<file path="src/rtl/bitsim_pkg.sv">
// Shared types and constants for the bit-serial sparse-bit scheduler.
package bitsim_pkg;

  localparam int NUM_CAND     = 3;
  localparam int WEIGHT_WIDTH = 8;
  localparam int PLANE_W      = $clog2(WEIGHT_WIDTH);

  typedef logic [1:0]         cand_sel_t;
  typedef logic [PLANE_W-1:0] plane_t;

  typedef enum logic {
    IDLE = 1'b0,
    RUN  = 1'b1
  } state_t;

endpackage

</file>
<file path="src/rtl/bit_sel_scheduler_if.sv">
// Weight-triple input channel and beat output channel of the scheduler.
//
// Handshake rule for both channels: a transfer happens on a rising clock edge
// where valid and ready are both 1. The producer holds valid and its payload
// stable until that edge; ready may depend combinationally on the other side.
interface bit_sel_scheduler_if
  import bitsim_pkg::*;
#(
  parameter int WEIGHT_WIDTH = bitsim_pkg::WEIGHT_WIDTH
);
  localparam int PLANE_W = $clog2(WEIGHT_WIDTH);

  logic                    in_valid;
  logic                    in_ready;
  logic [WEIGHT_WIDTH-1:0] in_weight [NUM_CAND];

  logic                    out_valid;
  logic                    out_ready;
  cand_sel_t               sel;
  logic                    val;
  logic [PLANE_W-1:0]      plane;
  logic                    last;

  // Environment side: weight source plus beat consumer.
  modport master (
    output in_valid, in_weight, out_ready,
    input  in_ready, out_valid, sel, val, plane, last
  );

  // Scheduler side.
  modport slave (
    input  in_valid, in_weight, out_ready,
    output in_ready, out_valid, sel, val, plane, last
  );

endinterface

</file>
<file path="src/rtl/bit_sel_scheduler_plane_pri_enc.sv">
// Picks the next pending bit: highest nonzero plane, lowest candidate within it.
// Also reports whether any bit is pending and whether exactly one is.
module plane_pri_enc
  import bitsim_pkg::*;
#(
  parameter int WEIGHT_WIDTH = bitsim_pkg::WEIGHT_WIDTH,
  parameter int PLANE_W      = $clog2(WEIGHT_WIDTH)
) (
  input  logic [WEIGHT_WIDTH-1:0] m [NUM_CAND],
  output logic [PLANE_W-1:0]      p,
  output cand_sel_t               i,
  output logic                    any,
  output logic                    single
);

  logic [WEIGHT_WIDTH-1:0] plane_any;
  logic                    seen;
  logic                    multi;

  always_comb begin
    plane_any = '0;
    for (int b = 0; b < WEIGHT_WIDTH; b++) begin
      for (int c = 0; c < NUM_CAND; c++) begin
        plane_any[b] = plane_any[b] | m[c][b];
      end
    end
  end

  // Ascending scan so the highest set plane wins.
  always_comb begin
    p   = '0;
    any = 1'b0;
    for (int b = 0; b < WEIGHT_WIDTH; b++) begin
      if (plane_any[b]) begin
        p   = PLANE_W'(b);
        any = 1'b1;
      end
    end
  end

  // Descending scan so the lowest candidate index wins.
  always_comb begin
    i = '0;
    for (int c = NUM_CAND - 1; c >= 0; c--) begin
      if (m[c][p]) begin
        i = cand_sel_t'(c);
      end
    end
  end

  always_comb begin
    seen  = 1'b0;
    multi = 1'b0;
    for (int c = 0; c < NUM_CAND; c++) begin
      for (int b = 0; b < WEIGHT_WIDTH; b++) begin
        if (m[c][b]) begin
          if (seen) begin
            multi = 1'b1;
          end
          seen = 1'b1;
        end
      end
    end
    single = seen & ~multi;
  end

endmodule

</file>
<file path="src/rtl/bit_sel_scheduler.sv">
// Emits one mux-select beat per set weight bit, MSB plane first; an all-zero
// triple yields a single beat with val = 0.
module bit_sel_scheduler
  import bitsim_pkg::*;
#(
  parameter int WEIGHT_WIDTH = bitsim_pkg::WEIGHT_WIDTH
) (
  input  logic                 clk,
  input  logic                 reset,
  bit_sel_scheduler_if.slave   bus,
  output state_t               dbg_state
);

  localparam int PLANE_W = $clog2(WEIGHT_WIDTH);

  state_t                  state_q;
  state_t                  state_n;
  logic [WEIGHT_WIDTH-1:0] m_q   [NUM_CAND];
  logic [WEIGHT_WIDTH-1:0] m_clr [NUM_CAND];
  logic                    zero_q;

  logic [PLANE_W-1:0]      enc_p;
  cand_sel_t               enc_i;
  logic                    enc_any;
  logic                    enc_single;

  logic                    busy;
  logic                    beat_last;
  logic                    fire_out;
  logic                    load;
  logic                    in_zero;

  plane_pri_enc #(
    .WEIGHT_WIDTH (WEIGHT_WIDTH),
    .PLANE_W      (PLANE_W)
  ) u_enc (
    .m      (m_q),
    .p      (enc_p),
    .i      (enc_i),
    .any    (enc_any),
    .single (enc_single)
  );

  assign busy      = (state_q == RUN);
  assign beat_last = zero_q | enc_single;
  assign fire_out  = busy & bus.out_ready;
  // Accepting on the last handshake lets triples flow back-to-back.
  assign bus.in_ready = !busy || (fire_out && beat_last);
  assign load      = bus.in_valid & bus.in_ready;
  assign dbg_state = state_q;

  always_comb begin
    in_zero = 1'b1;
    for (int c = 0; c < NUM_CAND; c++) begin
      if (|bus.in_weight[c]) begin
        in_zero = 1'b0;
      end
    end
  end

  always_comb begin
    for (int c = 0; c < NUM_CAND; c++) begin
      m_clr[c] = m_q[c];
      if (!zero_q && enc_any && (cand_sel_t'(c) == enc_i)) begin
        m_clr[c][enc_p] = 1'b0;
      end
    end
  end

  always_ff @(posedge clk or posedge reset) begin
    if (reset) begin
      for (int c = 0; c < NUM_CAND; c++) begin
        m_q[c] <= '0;
      end
      zero_q <= 1'b0;
    end else if (load) begin
      for (int c = 0; c < NUM_CAND; c++) begin
        m_q[c] <= bus.in_weight[c];
      end
      zero_q <= in_zero;
    end else if (fire_out) begin
      for (int c = 0; c < NUM_CAND; c++) begin
        m_q[c] <= m_clr[c];
      end
      zero_q <= 1'b0;
    end
  end

  always_ff @(posedge clk or posedge reset) begin
    if (reset) begin
      state_q <= IDLE;
    end else begin
      state_q <= state_n;
    end
  end

  always_comb begin
    state_n = state_q;
    unique case (state_q)
      IDLE: if (load) state_n = RUN;
      RUN:  if (fire_out && beat_last && !load) state_n = IDLE;
      default: state_n = IDLE;
    endcase
  end

  // Beat fields read only registered state, so nothing from in_* reaches out_*.
  always_comb begin
    bus.out_valid = busy;
    bus.sel       = '0;
    bus.plane     = '0;
    bus.val       = 1'b0;
    bus.last      = 1'b0;
    if (busy) begin
      if (zero_q) begin
        bus.last = 1'b1;
      end else begin
        bus.sel   = enc_i;
        bus.plane = enc_p;
        bus.val   = 1'b1;
        bus.last  = enc_single;
      end
    end
  end

endmodule

</file>
<file path="src/flat_wrapper.sv">
// flat-port wrapper written by rule: the top's interface ports become plain ports
module bit_sel_scheduler_flat import bitsim_pkg::*;
#(
  parameter int WEIGHT_WIDTH = bitsim_pkg::WEIGHT_WIDTH
)
  (clk, reset, dbg_state, bus_in_valid, bus_in_weight, bus_out_ready, bus_in_ready, bus_out_valid, bus_sel, bus_val, bus_plane, bus_last);
  bit_sel_scheduler_if #(.WEIGHT_WIDTH(WEIGHT_WIDTH)) bus_i ();
  input  logic clk;
  input  logic reset;
  output state_t dbg_state;
  input wire logic [$bits(bus_i.in_valid)-1:0] bus_in_valid;
  input wire logic [$bits(bus_i.in_weight)-1:0] bus_in_weight;
  input wire logic [$bits(bus_i.out_ready)-1:0] bus_out_ready;
  output wire logic [$bits(bus_i.in_ready)-1:0] bus_in_ready;
  output wire logic [$bits(bus_i.out_valid)-1:0] bus_out_valid;
  output wire logic [$bits(bus_i.sel)-1:0] bus_sel;
  output wire logic [$bits(bus_i.val)-1:0] bus_val;
  output wire logic [$bits(bus_i.plane)-1:0] bus_plane;
  output wire logic [$bits(bus_i.last)-1:0] bus_last;
  assign bus_i.in_valid = bus_in_valid;
  assign bus_i.in_weight = {>>{bus_in_weight}};
  assign bus_i.out_ready = bus_out_ready;
  assign bus_in_ready = bus_i.in_ready;
  assign bus_out_valid = bus_i.out_valid;
  assign bus_sel = bus_i.sel;
  assign bus_val = bus_i.val;
  assign bus_plane = bus_i.plane;
  assign bus_last = bus_i.last;
  bit_sel_scheduler #(.WEIGHT_WIDTH(WEIGHT_WIDTH)) u_core (.clk(clk), .reset(reset), .bus(bus_i), .dbg_state(dbg_state));
endmodule
</file>
<file path="config.mk">
export PLATFORM = sky130hd
export DESIGN_NAME = bit_sel_scheduler_flat
export DESIGN_NICKNAME = d
export VERILOG_FILES = /design/src/rtl/bitsim_pkg.sv /design/src/rtl/bit_sel_scheduler_if.sv /design/src/rtl/bit_sel_scheduler_plane_pri_enc.sv /design/src/rtl/bit_sel_scheduler.sv /design/src/flat_wrapper.sv
export SDC_FILE = /design/constraint.sdc
export NUM_CORES = 1
export LEC_CHECK = 0
export CORE_UTILIZATION = 54
export DETAILED_ROUTE_END_ITERATION = 8
export HOLD_SLACK_MARGIN = 0.08
export PLACE_DENSITY = 0.88
export SYNTH_ARGS = -nofsm -noshare
export SYNTH_HDL_FRONTEND = slang
export SYNTH_SLANG_ARGS = --single-unit
</file>
<file path="constraint.sdc">
create_clock -name clk -period 4.1 [get_ports clk]
set_clock_uncertainty 0.15 [all_clocks]
set_input_delay 0.82 -clock clk [delete_from_list [all_inputs] [get_ports clk]]
set_output_delay 0.82 -clock clk [all_outputs]
set_load 0.03 [all_outputs]
</file>
# Word-level counts from Yosys, hierarchy flattened
# Cells that the tools add are included.
# totals
register_bits,26
in_bits,28
output_inout_bits,10
word_cells,174
# classes
magnitude_cmp,2
n_eq_ne,2
n_mux,117
bitwise,26
reduce_logical,22
# ops
cell,count
1-bit 2-to-1 mux,94
24-bit 2-to-1 mux,2
8-bit AND,3
3-bit 2-to-1 mux,8
8-bit 2-to-1 mux,3
8-bit OR reduction,3
1-bit OR,17
2-bit 2-to-1 mux,5
1-bit binary-select mux with 3-bit select,3
8-bit inverter,1
2-bit nonzero test,4
1-bit logical AND,7
2-bit AND reduction,3
"3-bit by 4-bit less-than comparator with 1-bit output, second input constant",1
1-bit AND,3
1-bit demux with 3-bit select,1
"3-bit by 1-bit >= comparator with 1-bit output, second input constant",1
1-bit zero test,3
"1-bit by 2-bit equality test with 1-bit output, first input constant",1
"2-bit equality test, first input constant",1
2-bit zero test,1
1-bit inverter,2
1-bit one-hot mux with 2 select lines,1
1-bit logical OR,1

# Longest topological paths before layout
# Gate-level depths: netlist of the first run.
# depth
ltp_word,57
mapped_depth,10
depth_no_buf,7

# Cells and area by module
# A second synthesis of the first run with hierarchy kept.
# unflattened
cells_unflattened,252
area_unflattened_um2,2044.5
# by_module_without_submodules
module,n_inst,cells_each,area_each_um2,seq_area_each_um2
bit_sel_scheduler,1,149,1376.3,650.6
plane_pri_enc,1,103,668.1,0.0

# Worst setup path after synthesis of the first run
# OpenSTA, ideal clock, no wires.
# synth_timing
path_kind,register -> output
start,register u_core.m_q[17] (netlist name)
end,output port bus_in_ready
arrival_ns,2.858
required_time_ns,3.130
slack_ns,0.272
path_stages_with_launch,7
n_path_buf,0
path_cell_list,dfrtp_1 > or4_4 > or4_4 > o31ai_1 > and4_1 > a31oi_1 > o21ai_0
# synth_via
elab_chain_cells,50
word_cells_on_any_way,73
classes_between,68 x mux; 3 x bitwise; 2 x reduce/logical
# synth_lines
item,line_no,rtl
"start, declared",bit_sel_scheduler.sv:18,logic [WEIGHT_WIDTH-1:0] m_q [NUM_CAND];
"start signal, assigned by index",bit_sel_scheduler.sv:78,m_q[c] <= bus.in_weight[c];
"start signal, assigned by index",bit_sel_scheduler.sv:83,m_q[c] <= m_clr[c];
1-bit 2-to-1 mux,bit_sel_scheduler_plane_pri_enc.sv:56,if (m[c][b]) begin
1-bit 2-to-1 mux,bit_sel_scheduler_plane_pri_enc.sv:57,if (seen) begin
1-bit 2-to-1 mux,bit_sel_scheduler_plane_pri_enc.sv:56,
1-bit 2-to-1 mux,bit_sel_scheduler_plane_pri_enc.sv:57,
1-bit 2-to-1 mux,bit_sel_scheduler_plane_pri_enc.sv:56,
1-bit 2-to-1 mux,bit_sel_scheduler_plane_pri_enc.sv:57,
1-bit 2-to-1 mux,bit_sel_scheduler_plane_pri_enc.sv:56,
1-bit 2-to-1 mux,bit_sel_scheduler_plane_pri_enc.sv:57,
[34 not listed],-,
1-bit 2-to-1 mux,bit_sel_scheduler_plane_pri_enc.sv:56,
1-bit 2-to-1 mux,bit_sel_scheduler_plane_pri_enc.sv:57,
1-bit 2-to-1 mux,bit_sel_scheduler_plane_pri_enc.sv:56,
1-bit inverter,bit_sel_scheduler_plane_pri_enc.sv:64,single = seen & ~multi;
1-bit AND *,bit_sel_scheduler_plane_pri_enc.sv:64,
1-bit OR *,bit_sel_scheduler.sv:45,assign beat_last = zero_q | enc_single;
1-bit logical AND *,bit_sel_scheduler.sv:48,assign bus.in_ready = !busy || (fire_out && beat_last);
1-bit logical OR *,bit_sel_scheduler.sv:48,
"end, declared",flat_wrapper.sv:14,output wire logic [$bits(bus_i.in_ready)-1:0] bus_in_ready;
# Every way passes the cells marked *; elsewhere a longest branch is shown, timed or not.

# Final worst setup path of the first run
# layout_timing
start,register u_core.m_q[17] (netlist name)
end,output port bus_last
# layout_via
elab_chain_cells,49
word_cells_on_any_way,72
classes_between,70 x mux; 2 x bitwise
# layout_lines
item,line_no,rtl
1-bit 2-to-1 mux,bit_sel_scheduler_plane_pri_enc.sv:56,
1-bit 2-to-1 mux,bit_sel_scheduler_plane_pri_enc.sv:57,
1-bit 2-to-1 mux,bit_sel_scheduler_plane_pri_enc.sv:56,
1-bit 2-to-1 mux,bit_sel_scheduler_plane_pri_enc.sv:57,
1-bit 2-to-1 mux,bit_sel_scheduler_plane_pri_enc.sv:56,
1-bit 2-to-1 mux,bit_sel_scheduler_plane_pri_enc.sv:57,
1-bit 2-to-1 mux,bit_sel_scheduler_plane_pri_enc.sv:56,
1-bit 2-to-1 mux,bit_sel_scheduler_plane_pri_enc.sv:57,
[33 not listed],-,
1-bit 2-to-1 mux,bit_sel_scheduler_plane_pri_enc.sv:57,
1-bit 2-to-1 mux,bit_sel_scheduler_plane_pri_enc.sv:56,
1-bit 2-to-1 mux,bit_sel_scheduler_plane_pri_enc.sv:57,
1-bit 2-to-1 mux,bit_sel_scheduler_plane_pri_enc.sv:56,
1-bit inverter,bit_sel_scheduler_plane_pri_enc.sv:64,
1-bit AND *,bit_sel_scheduler_plane_pri_enc.sv:64,
1-bit 2-to-1 mux *,bit_sel_scheduler.sv:114,if (zero_q) begin
1-bit 2-to-1 mux *,bit_sel_scheduler.sv:113,if (busy) begin
"end, declared",flat_wrapper.sv:19,output wire logic [$bits(bus_i.last)-1:0] bus_last;
# Marked as above.

==> run_results.csv, run 1 <==
group,metric,value,unit
synth,ys_async_sr_fraction,100,%
grt,antenna_found_initial,0,
flow_run,maxCapViolCount,0,
sta,tightest_slew,1.20,ns
synth,synth.yosys.seq_area_share,27.8,%
sta,slew_viol_final,0,
drt,drtPass1Iterations,5,
place,dp_slack,-0.00633,ns
synth,yosys_warnings,0,
grt,grt_usage,37.3,%
synth,ys.flop_type,"dfrtp_1",
drt,drt-initial-drc-count,232,
cells_and_area,layout-drive-gt1-share,17.7,%
sta,setup_slack,0.0884,ns
synth,synth_nets,316,
grt,grt_pass1_vias,2433,
power,p_per_area,792,mW/mm²
status,status,"finished clean",
grt,grt_first_pass_wirelength,12.4,mm
setup_path,cp_num_cells,7,
cts,postCtsSetupBuffers,0,
drt,vias,2724,
sta,finalHoldViolations,0,
worst_hold_path,hold_depth,2,
sta,finalHoldWorstSlack,0.467,ns
place,placed_area,0.00285,mm²
floorplan,num_io_pins,38,
floorplan,start_util,57.2,%
setup_path,r2r_cells,7,
sta,rsz0062_at_grt,"no",
power,p_clk_share,9.6,%
cells_and_area,layout_common_cells,"clkdlybuf4s50_1 (33), dfrtp_1 (25), nand3_1 (24), buf_4 (24), nor2_1 (19)",
synth,synth_seq_cells,26,
setup_path,crit_fanout,6,
cts,cts_tree,"done",
drt,ant_nets,0,
synth,synth_cells,288,
setup_path,path_common_cell,"or4_4",
floorplan,fp.dieW,67.8,µm
setup_path,cp-start-kind,"flop",
setup_path,cpLargestDelayFamily,"simple AND/OR/NAND/NOR gates",
cts,hold_buffers,0,
synth,synth_area,0.00234,mm²
setup_path,cp_num_buf_inv,1,
setup_path,max_stage_delay,0.57,ns
sta,min_period,4.01,ns
setup_path,critPathCaptureType,"output port",
place,place_congestion,0.967,
cells_and_area,layoutNonFillerInstCount,384,
floorplan,dieArea,0.00460,mm²
floorplan,coreArea,0.00409,mm²
cts,htree_levels,1,
setup_path,cpMaxStageDelayCell,"or4_4",
sta,slew_headroom,19.3,%
place,dpl.hpwl,6.18,mm
power,vdd_drop_max,0.669,mV
synth,synth-edff-count,0,
drt,wl,7.95,mm
setup_path,crit_arrival,3.04,ns
synth,synth.avg_cell_area,8.12,µm²
drt,post-route-drc-count,0,
worst_hold_path,hold_path.class,"flop to flop",
drt,via_per_inst,7.09,
cts,clk_pin_slew,0.11,ns
sta,timing.fmax,0.249,GHz
cts,cts_buffers,3,
cts,clock_latency,0.28,ns
setup_path,cp_cell_sequence,"or4_4 > or4_4 > o41a_1 > o211a_1 > a31oi_1 > nor2b_1 > dlygate4sd2_1",
sta,period_share,97.8,%
floorplan,fp.dieH,67.8,µm
setup_path,path_class,"flop to output port",
cells_and_area,syn_to_final_growth,25.3,%
power,swShare,52.6,%
place,place_inst,380,
setup_path,worstPathRequired,3.13,ns
power,power.internal,1100,µW
cts,clockRootBuffer,"clkbuf_8",
cells_and_area,nets,363,
cells_and_area,design_area,0.00293,mm²
cts,cts_max_path_buffers,2,
grt,grt_max_degree,27,
power,p_leak,0.00114,µW
sta,setup_viol,0,
drt,routedWlPerCell,20.7,µm
power,pwr-share-comb,74.7,%
place,port_buffers,37,
power,seqPwrFrac,15.7,%
grt,overflow,0,
power,p_switching,1220,µW
cts,cts_sinks,26,
synth,ys_types,59,
cells_and_area,antenna_cells,0,
floorplan,num_rows,23,
cells_and_area,final_common_cell,"clkdlybuf4s50_1",
[power groups by stage]
stage | registers [µW] | clock network (µW) | logic (µW)
3_5_place_dp | 362 | 0 | 1680
2_1_floorplan | 351 | 0 | 1130
4_1_cts | 357 | 222 | 1680
6_report | 364 | 223 | 1730
5_1_grt | 367 | 232 | 1870
3_3_place_gp | 360 | 0 | 1680
[cell families after synthesis]
kind of cell             share of synthesized area (%)
AND/OR/NAND/NOR                                   30.8
AO/OA/AOI/OAI                                     32.8
buffers and inverters                             6.05
multiplexers                                      1.28
flip-flops                                        27.8
adder cells (fa/ha/maj)                           1.28
[tightest hold or removal path: stages, from the launching register on]
cell      delay [ns]
dfrtp_1         0.44
nand2_1         0.07
o211ai_1        0.07
[through the flow]
stage | util [%] | setup TNS (ns) | total power (µW)
2_1_floorplan | - | 0 | 1480
3_3_place_gp | 69.8 | 0 | 2040
3_5_place_dp | 69.8 | -0.00633 | 2040
4_1_cts | 71.6 | 0 | 2260
5_1_grt | 71.6 | 0 | 2470
6_report | 71.6 | 0 | 2320
[cell usage after synthesis (5+ instances only)]
cell type / number / area share (%)
a211oi_1: 8 / 2.6
a21oi_1: 8 / 1.7
clkbuf_1: 13 / 2.1
dfrtp_1: 26 / 28
inv_1: 14 / 2.2
nand2_1: 16 / 2.6
nand3_1: 24 / 5.1
nand4_1: 5 / 1.3
nor2_1: 19 / 3.1
nor3_1: 11 / 2.4
nor4_1: 10 / 2.7
o21ai_0: 16 / 3.4
o21ai_1: 6 / 1.3
o221ai_2: 7 / 4.5
o2bb2ai_1: 8 / 3.0
o31ai_1: 5 / 1.6
o41ai_1: 8 / 3.0
or2_2: 7 / 1.9
or3_1: 9 / 2.4
[what timing repair did]
item | CTS | global route
setup endpoints to repair | 3 | 3
cloned | 0 | 0
resized for setup | 6 | 4
[area by class of cell]
cell class,count,area (µm²)
sequential,26,652
fill,337,1160
clock inverter,1,30.0
multi-input combinational,230,1560
clock buffer,3,41.3
timing repair buffer,60,533
inverter,14,52.6
tap,50,62.6
[per-layer routing]
layer / part of all wire, % / GRT usage [%] / vias up / wire, µm
li1: - / - / 1227 / -
met1: 39 / 51.7 / 1263 / 3120
met2: 46 / 55.9 / 208 / 3640
met3: 12 / 9.80 / 26 / 972
met4: 2.7 / 12.5 / 0 / 216
met5: 0 / 0 / - / 0
[flip-flops by register name (all words and copies together), names as in the netlist]
| signal | flops |
|---|---|
| u_core.bus.out_valid | 1 |
| u_core.zero_q | 1 |
| u_core.m_q | 24 |
[path summary, 6_finish.rpt]
kind | slack, ns | from | to
setup / recovery | 0.09 | u_core.m_q[17]$_DFFE_PP0P_ | bus_last
hold / removal | 0.47 | u_core.zero_q$_DFFE_PP0P_ | u_core.zero_q$_DFFE_PP0P_
setup reg to reg | 0.52 | u_core.m_q[17]$_DFFE_PP0P_ | u_core.m_q[12]$_DFFE_PP0P_
hold reg to reg | 0.47 | u_core.zero_q$_DFFE_PP0P_ | u_core.zero_q$_DFFE_PP0P_
max in group asynchronous | 2.18 | reset | u_core.m_q[13]$_DFFE_PP0P_
min in group asynchronous | 0.93 | reset | u_core.m_q[16]$_DFFE_PP0P_
Power figures use the tool's default switching activity.
==> run 2: changes to the inputs <==
Settings changed: CORE_UTILIZATION 54 to 49, PLACE_DENSITY 0.88 to 0.84, SLEW_MARGIN set to 25.
Clock period 4.1 ns to 3.3 ns, I/O delays scaled along.
==> run_results.csv, run 2 (synthesis results as in run 1) <==
group,metric,value,unit
sta,period_share,112,%
sta,tightest_slew,0.745,ns
drt,via_per_inst,7.34,
cells_and_area,antenna_cells,0,
place,port_buffers,37,
drt,drtPass1Iterations,7,
setup_path,cp-start-kind,"flop",
power,seqPwrFrac,11.0,%
floorplan,start_util,52.2,%
sta,setup_viol,11,
drt,post-route-drc-count,2,
sta,rsz0062_at_grt,"yes",
drt,routedWlPerCell,24.2,µm
power,p_per_area,1090,mW/mm²
cells_and_area,layout-drive-gt1-share,39.0,%
setup_path,path_class,"flop to output port",
cts,cts_sinks,26,
cts,htree_levels,1,
setup_path,worstPathRequired,2.49,ns
sta,min_period,3.69,ns
status,status,"finished, violations left",
sta,finalHoldViolations,0,
power,vdd_drop_max,1.07,mV
power,pwr-share-comb,84.2,%
floorplan,dieArea,0.00505,mm²
drt,ant_nets,0,
sta,slew_viol_final,0,
power,p_clk_share,4.8,%
setup_path,critPathCaptureType,"output port",
drt,drt-initial-drc-count,358,
cts,cts_buffers,3,
flow_run,maxCapViolCount,0,
cells_and_area,layoutNonFillerInstCount,439,
grt,overflow,0,
cts,clk_pin_slew,0.09,ns
cts,cts_max_path_buffers,2,
sta,timing.fmax,0.271,GHz
grt,grt_pass1_vias,2969,
cts,hold_buffers,0,
cells_and_area,final_common_cell,"buf_4",
floorplan,coreArea,0.00447,mm²
power,p_switching,2070,µW
sta,setup_slack,-0.388,ns
grt,grt_usage,38.9,%
grt,grt_max_degree,27,
floorplan,fp.dieH,71.1,µm
cells_and_area,syn_to_final_growth,57.2,%
floorplan,num_rows,24,
place,place_inst,415,
grt,antenna_found_initial,0,
cells_and_area,nets,417,
cells_and_area,top_register,"u_core.m_q",
place,place_congestion,0.980,
power,swShare,51.7,%
floorplan,num_io_pins,38,
cells_and_area,fill_cells,254,
cells_and_area,layout_common_cells,"buf_4 (68), clkdlybuf4s50_1 (30), dfrtp_1 (25)",
drt,wl,10.6,mm
cells_and_area,multi_input_area,0.00187,mm²
place,dp_slack,-0.480,ns
worst_hold_path,hold_path.class,"flop to flop",
cts,cts_tree,"done",
setup_path,crit_arrival,2.88,ns
cells_and_area,register_area,652,µm²
cts,clock_latency,0.29,ns
power,power.internal,1930,µW
cells_and_area,largest_reg_flops,24,
grt,grt_first_pass_wirelength,15.1,mm
setup_path,crit_fanout,3,
floorplan,fp.dieW,71.1,µm
power,p_leak,0.00147,µW
status,violations,"DRC, setup timing",
cts,clockRootBuffer,"clkbuf_8",
drt,vias,3221,
sta,slew_headroom,50.1,%
place,dpl.hpwl,6.83,mm
[run 2: cell types whose count changed in the layout (fill, tap and decap cells not counted), moves of 3 or more]
cell / change
buf_4: +44
buf_6: +13
o41ai_1: -8
o41ai_2: +6
or3_4: +6
o21ai_0: -5
o21ai_1: +4
o31ai_1: -4
or3_1: -4
clkdlybuf4s50_1: -3
[run 2: what timing repair did]
action,in CTS,in global routing
gates resized for setup,41,42
pin swaps,21,16
setup buffers,13,10
setup endpoints to repair,14,26
[run 2: worst max-delay path, cell delays in order, from the launching register on]
cell	delay, ns
dfrtp_1	0.41
or4_4	0.56
or4_4	0.45
o41a_1	0.36
o211a_1	0.26
a31oi_4	0.22
buf_6	0.13
o21ai_4	0.05
buf_6	0.15
[run 2: stage by stage]
stage / instance area [µm²] / TNS, ns / util [%] / hold slack (ns) / total power (µW)
3_3_place_gp: 3150 / -1.08 / 70.4 / 0.407 / 2780
4_1_cts: 3420 / -1.44 / 76.4 / 0.434 / 3440
2_1_floorplan: 2380 / -0.0114 / - / 0.413 / 1860
5_1_grt: 3670 / -1.93 / 82.1 / 0.484 / 4120
6_report: 3670 / -1.37 / 82.1 / 0.471 / 4000
3_5_place_dp: 3150 / -1.41 / 70.4 / 0.425 / 2810
[run 2: layout make-up]
| type | count | area share [%] |
|---|---|---|
| clock buffer | 3 | 1.12 |
| timing repair buffer | 114 | 27.1 |
| multi-input combinational | 230 | 50.9 |
| inverter | 14 | 1.43 |
| sequential | 26 | 17.7 |
| tap | 52 | 1.77 |
[run 2: final timing paths]
kind	from	end	slack [ns]	cells after the start
worst min register to register	u_core.m_q[21]$_DFFE_PP0P_	u_core.m_q[21]$_DFFE_PP0P_	0.47	2
min in group asynchronous	reset	u_core.m_q[1]$_DFFE_PP0P_	0.57	3
worst max-delay path	u_core.m_q[20]$_DFFE_PP0P_	bus_in_ready	-0.39	8
worst max register to register	u_core.m_q[20]$_DFFE_PP0P_	u_core.m_q[10]$_DFFE_PP0P_	-0.03	10
max in group asynchronous	reset	u_core.m_q[21]$_DFFE_PP0P_	2.14	3
worst min-delay path	u_core.m_q[21]$_DFFE_PP0P_	u_core.m_q[21]$_DFFE_PP0P_	0.47	2
[run 2: power groups by stage]
stage / combinational [µW] / sequential, µW / clock (µW)
after floorplan: 1430 / 436 / 0
after global placement: 2350 / 430 / 0
after detailed placement: 2380 / 432 / 0
after CTS: 2830 / 427 / 184
after global routing: 3470 / 439 / 205
final: 3370 / 439 / 194
[run 2: metal layers]
layer	GRT usage, %	share of wire [%]
met1	52.4	35
met2	61.9	45
met3	5.13	12
met4	18.9	6.9
met5	0	0
